## src/rtl/omsp_sha512_driver.sv

```systemverilog
// omsp_sha512_driver
// Hardware initiator for the SHA-512 frontend. It streams msg_len bytes, one
// 16-bit memory word per beat, from msg_base into the frontend. It waits for
// the digest, then reads the digest back as 32 x 16-bit words.
// Ports:
//   clk, rst_n                  clock, synchronous active-low reset
//   start, msg_base, msg_len    request (sampled only in IDLE)
//   mem_rd, mem_addr, mem_rdata word memory read port (1-cycle read latency)
//   sha_cmd, sha_data, sha_data_size, sha_busy, sha_ready, sha_hash
//                               frontend command/data/hash port
//   hash_we, hash_idx, hash_word digest word output stream
//   busy, done, err             status
module omsp_sha512_driver #(
  parameter int ADDR_W   = 16,
  parameter int HASH_LAT = 2
) (
  input  logic              clk,
  input  logic              rst_n,
  input  logic              start,
  input  logic [ADDR_W-1:0] msg_base,
  input  logic [ADDR_W-1:0] msg_len,
  output logic              mem_rd,
  output logic [ADDR_W-1:0] mem_addr,
  input  logic [15:0]       mem_rdata,
  output logic [1:0]        sha_cmd,
  output logic [15:0]       sha_data,
  output logic              sha_data_size,
  input  logic              sha_busy,
  input  logic              sha_ready,
  input  logic [15:0]       sha_hash,
  output logic              hash_we,
  output logic [4:0]        hash_idx,
  output logic [15:0]       hash_word,
  output logic              busy,
  output logic              done,
  output logic              err
);

  typedef enum logic [2:0] {
    S_IDLE, S_WRITE, S_STALL, S_FLUSH, S_WAIT, S_READ, S_DRAIN, S_DONE
  } state_e;

  state_e              state_q, state_d;
  logic [ADDR_W-1:0]   addr_q;
  logic [ADDR_W-1:0]   beats_q;      // beats still to issue
  logic                odd_q;        // last beat carries a single byte
  logic                first_q;      // next beat is the first of the message
  logic                err_q;
  logic                wr_d1_q;      // previous cycle issued a WRITE beat
  logic                half_d1_q;    // that beat was the odd final byte
  logic [4:0]          rd_cnt_q;
  logic [4:0]          hidx_q;
  logic [HASH_LAT-1:0] hpipe_q;      // READ cycle -> hash word valid delay line

  logic issue;   // WRITE beat issued this cycle
  logic rd;      // READ command this cycle
  logic last_beat;

  assign last_beat = (beats_q == ADDR_W'(1));
  assign hash_we   = hpipe_q[HASH_LAT-1];

  always_comb begin
    state_d = state_q;
    issue   = 1'b0;
    rd      = 1'b0;
    unique case (state_q)
      S_IDLE:  if (start) state_d = (msg_len == '0) ? S_DONE : S_WRITE;
      // The first beat goes out unconditionally; later ones need sha_ready.
      S_WRITE: begin
        if (first_q || sha_ready) begin
          issue = 1'b1;
          if (last_beat) state_d = S_FLUSH;
        end else begin
          state_d = S_STALL;
        end
      end
      S_STALL: begin
        if (sha_ready) begin
          issue   = 1'b1;
          state_d = last_beat ? S_FLUSH : S_WRITE;
        end
      end
      S_FLUSH: state_d = S_WAIT;
      S_WAIT:  if (!sha_busy) state_d = S_READ;
      S_READ: begin
        rd = 1'b1;
        if (rd_cnt_q == 5'd31) state_d = S_DRAIN;
      end
      S_DRAIN: if (hash_we && hidx_q == 5'd31) state_d = S_DONE;
      S_DONE:  state_d = S_IDLE;
      default: state_d = S_IDLE;
    endcase
  end

  always_ff @(posedge clk) begin
    if (!rst_n) begin
      state_q   <= S_IDLE;
      addr_q    <= '0;
      beats_q   <= '0;
      odd_q     <= 1'b0;
      first_q   <= 1'b0;
      err_q     <= 1'b0;
      wr_d1_q   <= 1'b0;
      half_d1_q <= 1'b0;
      rd_cnt_q  <= '0;
      hidx_q    <= '0;
      hpipe_q   <= '0;
    end else begin
      state_q <= state_d;
      if (state_q == S_IDLE && start) begin
        addr_q  <= msg_base;
        beats_q <= (msg_len >> 1) + ADDR_W'(msg_len[0]);
        odd_q   <= msg_len[0];
        first_q <= 1'b1;
        err_q   <= (msg_len == '0);
      end else if (issue) begin
        addr_q  <= addr_q + ADDR_W'(1);   // wraps silently
        beats_q <= beats_q - ADDR_W'(1);
        first_q <= 1'b0;
      end
      wr_d1_q   <= issue;
      half_d1_q <= issue && last_beat && odd_q;
      if (rd) rd_cnt_q <= rd_cnt_q + 5'd1;  // 32 reads wrap back to 0
      if (hash_we) hidx_q <= hidx_q + 5'd1;
      hpipe_q[0] <= rd;
      for (int i = 1; i < HASH_LAT; i++) hpipe_q[i] <= hpipe_q[i-1];
    end
  end

  assign mem_rd        = issue;
  assign mem_addr      = addr_q;
  assign sha_cmd       = {issue, rd};
  // Memory data arrives one cycle after the read, aligned with the data slot.
  assign sha_data      = wr_d1_q ? mem_rdata : 16'h0;
  assign sha_data_size = wr_d1_q & ~half_d1_q;
  assign hash_idx      = hidx_q;
  assign hash_word     = hash_we ? sha_hash : 16'h0;
  assign busy          = (state_q != S_IDLE);
  assign done          = (state_q == S_DONE);
  assign err           = (state_q == S_DONE) & err_q;

endmodule
```

## config.mk

```make
export PLATFORM = sky130hd
export DESIGN_NAME = omsp_sha512_driver
export DESIGN_NICKNAME = d
export VERILOG_FILES = /design/src/rtl/omsp_sha512_driver.sv
export SDC_FILE = /design/constraint.sdc
export NUM_CORES = 1
export LEC_CHECK = 0
export ABC_AREA = 1
export CORE_UTILIZATION = 47
export CTS_CLUSTER_DIAMETER = 120
export CTS_CLUSTER_SIZE = 20
export DETAILED_ROUTE_END_ITERATION = 6
export GPL_TIMING_DRIVEN = 0
export PLACE_DENSITY = 0.82
export REMOVE_ABC_BUFFERS = 1
export SYNTH_ARGS = -nofsm -noshare
export SYNTH_HDL_FRONTEND = slang
export SYNTH_SLANG_ARGS = --single-unit
export TNS_END_PERCENT = 20
```

## constraint.sdc

```tcl
create_clock -name clk -period 2.3 [get_ports clk]
set_clock_uncertainty 0.2 [all_clocks]
set_input_delay 0.46 -clock clk [delete_from_list [all_inputs] [get_ports clk]]
set_output_delay 0.46 -clock clk [all_outputs]
set_load 0.01 [all_outputs]
```

==> impl_metrics.json <==
{
  "hold_viol": 0,
  "p_per_area_nw_per_um2": 904,
  "n_antenna_cell": 0,
  "clk_pin_slew_ns": 0.11,
  "cpMaxStageDelayCell": "clkdlybuf4s50_1",
  "cts_root_buffer": "clkbuf_8",
  "fin_total_pwr_uw": 4890,
  "async_flop_share": 0,
  "criticalPathCategory": "input port to output port",
  "path_max_fanout": 1,
  "vdd_ir_drop_max_v": 0.000583,
  "worstMarginPinSlew_ns": 0.887,
  "holdWs_ns": 0.237,
  "portBuffers": 129,
  "period_minus_slack_ns": 2.24,
  "reg2regPathDepth": 12,
  "multi_input_comb_area_um2": 2340,
  "ys_seq_area_frac": 0.268,
  "regArea_um2": 1050,
  "synthFlopType": "dfxtp_1",
  "max_stage_delay_ns": 0.55,
  "crit_path_frequent_cell": "clkdlybuf4s50_1",
  "drive_gt1_frac": 0.0770,
  "io_pins": 130,
  "synth_seq_cells": 52,
  "cts_hold_buffers": 0,
  "htreeDepth": 2,
  "gp_congestion": 0.892,
  "synth.avg_cell_area_um2": 6.02,
  "route.detailed.drc": 0,
  "status": "finished, final reports clean",
  "grt_pass1_wl_mm": 18.6,
  "cap_violations": 0,
  "ys_warn_count": 0,
  "rsz0062_at_grt": "false",
  "coreArea_um2": 7850,
  "antenna_found_initial": 0,
  "clk_latency_ns": 0.32,
  "wirelength_mm": 11.6,
  "dpl-instance-area_um2": 5150,
  "syn_area_um2": 3890,
  "fin_nets": 844,
  "grt_max_degree": 53,
  "area_growth_pct": 39.1,
  "setup_viol": 0,
  "ys_top_cells_by_area": "dfxtp_1 27%, nand2_1 17%, inv_1 9.5%",
  "synth.largest_area_cell": "dfxtp_1",
  "synth.most_common_cell": "nand2_1",
  "dieArea_um2": 8640,
  "fin_tns_setup_ns": 0,
  "slew_violations": 0,
  "synthCells": 646,
  "die_h_um": 92.9,
  "relSlewSlack": 0.408,
  "via_per_inst": 5.32,
  "tritoncts": "yes",
  "critPathLaunchType": "input port",
  "drtIter0Drc": 266,
  "period_share": 0.973,
  "die_w_um": 92.9,
  "num_rows": 32,
  "grt-ovfl-total": 0,
  "dr.pass1.iters": 4,
  "synth_common_cells": "174 x nand2_1, 98 x inv_1, 76 x nor2_1",
  "final_antenna_net_count": 0,
  "grt_pass1_vias": 4257,
  "initial_core_util": 0.495,
  "worstSetupEndpointType": "output port",
  "min_path_type": "register to register",
  "cp.arrival_ns": 1.58,
  "synth_top_area_frac": 0.268,
  "num-fill-cells": 698,
  "fin_area_um2": 5410,
  "synth_edf_count": 0,
  "post-route-util": 0.689,
  "wl_per_cell_um": 13.4,
  "hold_depth": 2,
  "cts_buffers": 5,
  "grt_usage": 0.265,
  "dp_hpwl_mm": 8.11,
  "cp_data_required_time_ns": 1.64,
  "vias": 4615,
  "fmax_mhz": 447,
  "ctsLongestPathBuffers": 2,
  "power_leakage_uw": 0.00258,
  "crit_path_cell_trace": "clkdlybuf4s50_1, nand2_1, inv_1, clkdlybuf4s50_1",
  "synth.distinct_cells": 36,
  "cts_sinks": 52
}
placed cells by master (no fill, tap or decap), types with 5 or more instances in the layout:
master and instances:
nand4_1 10, nand3_1 60, a21oi_1 31, nor3_1 7, ha_1 10, inv_1 98, dfxtp_1 47, o21ai_2 5
xor2_1 9, nand2_1 174, clkdlybuf4s50_1 123, nor2_1 74, o21ai_0 36, a21oi_2 5, o21ai_1 5, o211ai_1 7
nand2_2 5, clkbuf_8 5, inv_2 9, nor2_4 6
timing repair:
item                       4_1_cts  5_1_grt
pin swaps                        3        2
gates cloned                     2        0
setup endpoints to repair       69       42
resized for setup               13       16
buffers inserted                 1        3
critical path: cells and delay by family:
| kind | cells | cell delay, ns |
|---|---|---|
| and+or+nand+nor | 1 | 0.05 |
| buffers and inverters | 3 | 1.06 |
registers in the layout, indices dropped and copies added, names as in the netlist:
name,flops
beats_q,16
mem_addr,16
hash_idx,5
rd_cnt_q,5
state_q,3
hpipe_q,2
err_q,1
first_q,1
half_d1_q,1
odd_q,1
wr_d1_q,1
kinds of logic (layout without fill, tap and decap cells):
family,Yosys count,in the layout,share of synthesized area
AND/OR/NAND/NOR,346,348,0.387
buffers and inverters,132,250,0.147
AO/OA/AOI/OAI,96,96,0.144
flip-flops,52,52,0.268
adder cells (fa/ha/maj),10,10,0.0322
XOR/XNOR,10,10,0.0225
per-stage QoR:
stage | worst slack [ns] | std cells
2_1_floorplan | 0.358 | 623
3_3_place_gp | -0.757 | 854
3_5_place_dp | -0.839 | 854
4_1_cts | -0.128 | 865
5_1_grt | 0.000429 | 868
6_report | 0.0628 | 868
layout make-up:
class | instances | area share
clock inverter | 2 | 0.00254
inverter | 109 | 0.0814
multi-input combinational | 464 | 0.433
timing repair buffer | 133 | 0.251
tap | 102 | 0.0236
clock buffer | 6 | 0.0134
sequential | 52 | 0.195
where the power goes:
group	total (uW)	switching [uW]	internal, uW
Sequential	1450	302	1150
Clock	553	335	218
Combinational	2880	1700	1180
Total	4890	2340	2550
routing by layer:
metal  track usage  vias up  part of all wire
met5             0        -                 0
met4        0.0962        0             0.025
met3        0.0550       29             0.078
met2         0.466      203              0.49
met1         0.315     2102              0.41
li1              -     2281                 -
final timing paths:
kind                start             to  slack, ns
max          sha_hash[10]  hash_word[10]       0.06
min            hpipe_q[0]     hpipe_q[1]       0.24
max reg2reg   hash_idx[1]     state_q[1]       0.29
min reg2reg    hpipe_q[0]     hpipe_q[1]       0.24
Note: power is estimated with default switching activity, not from simulation.
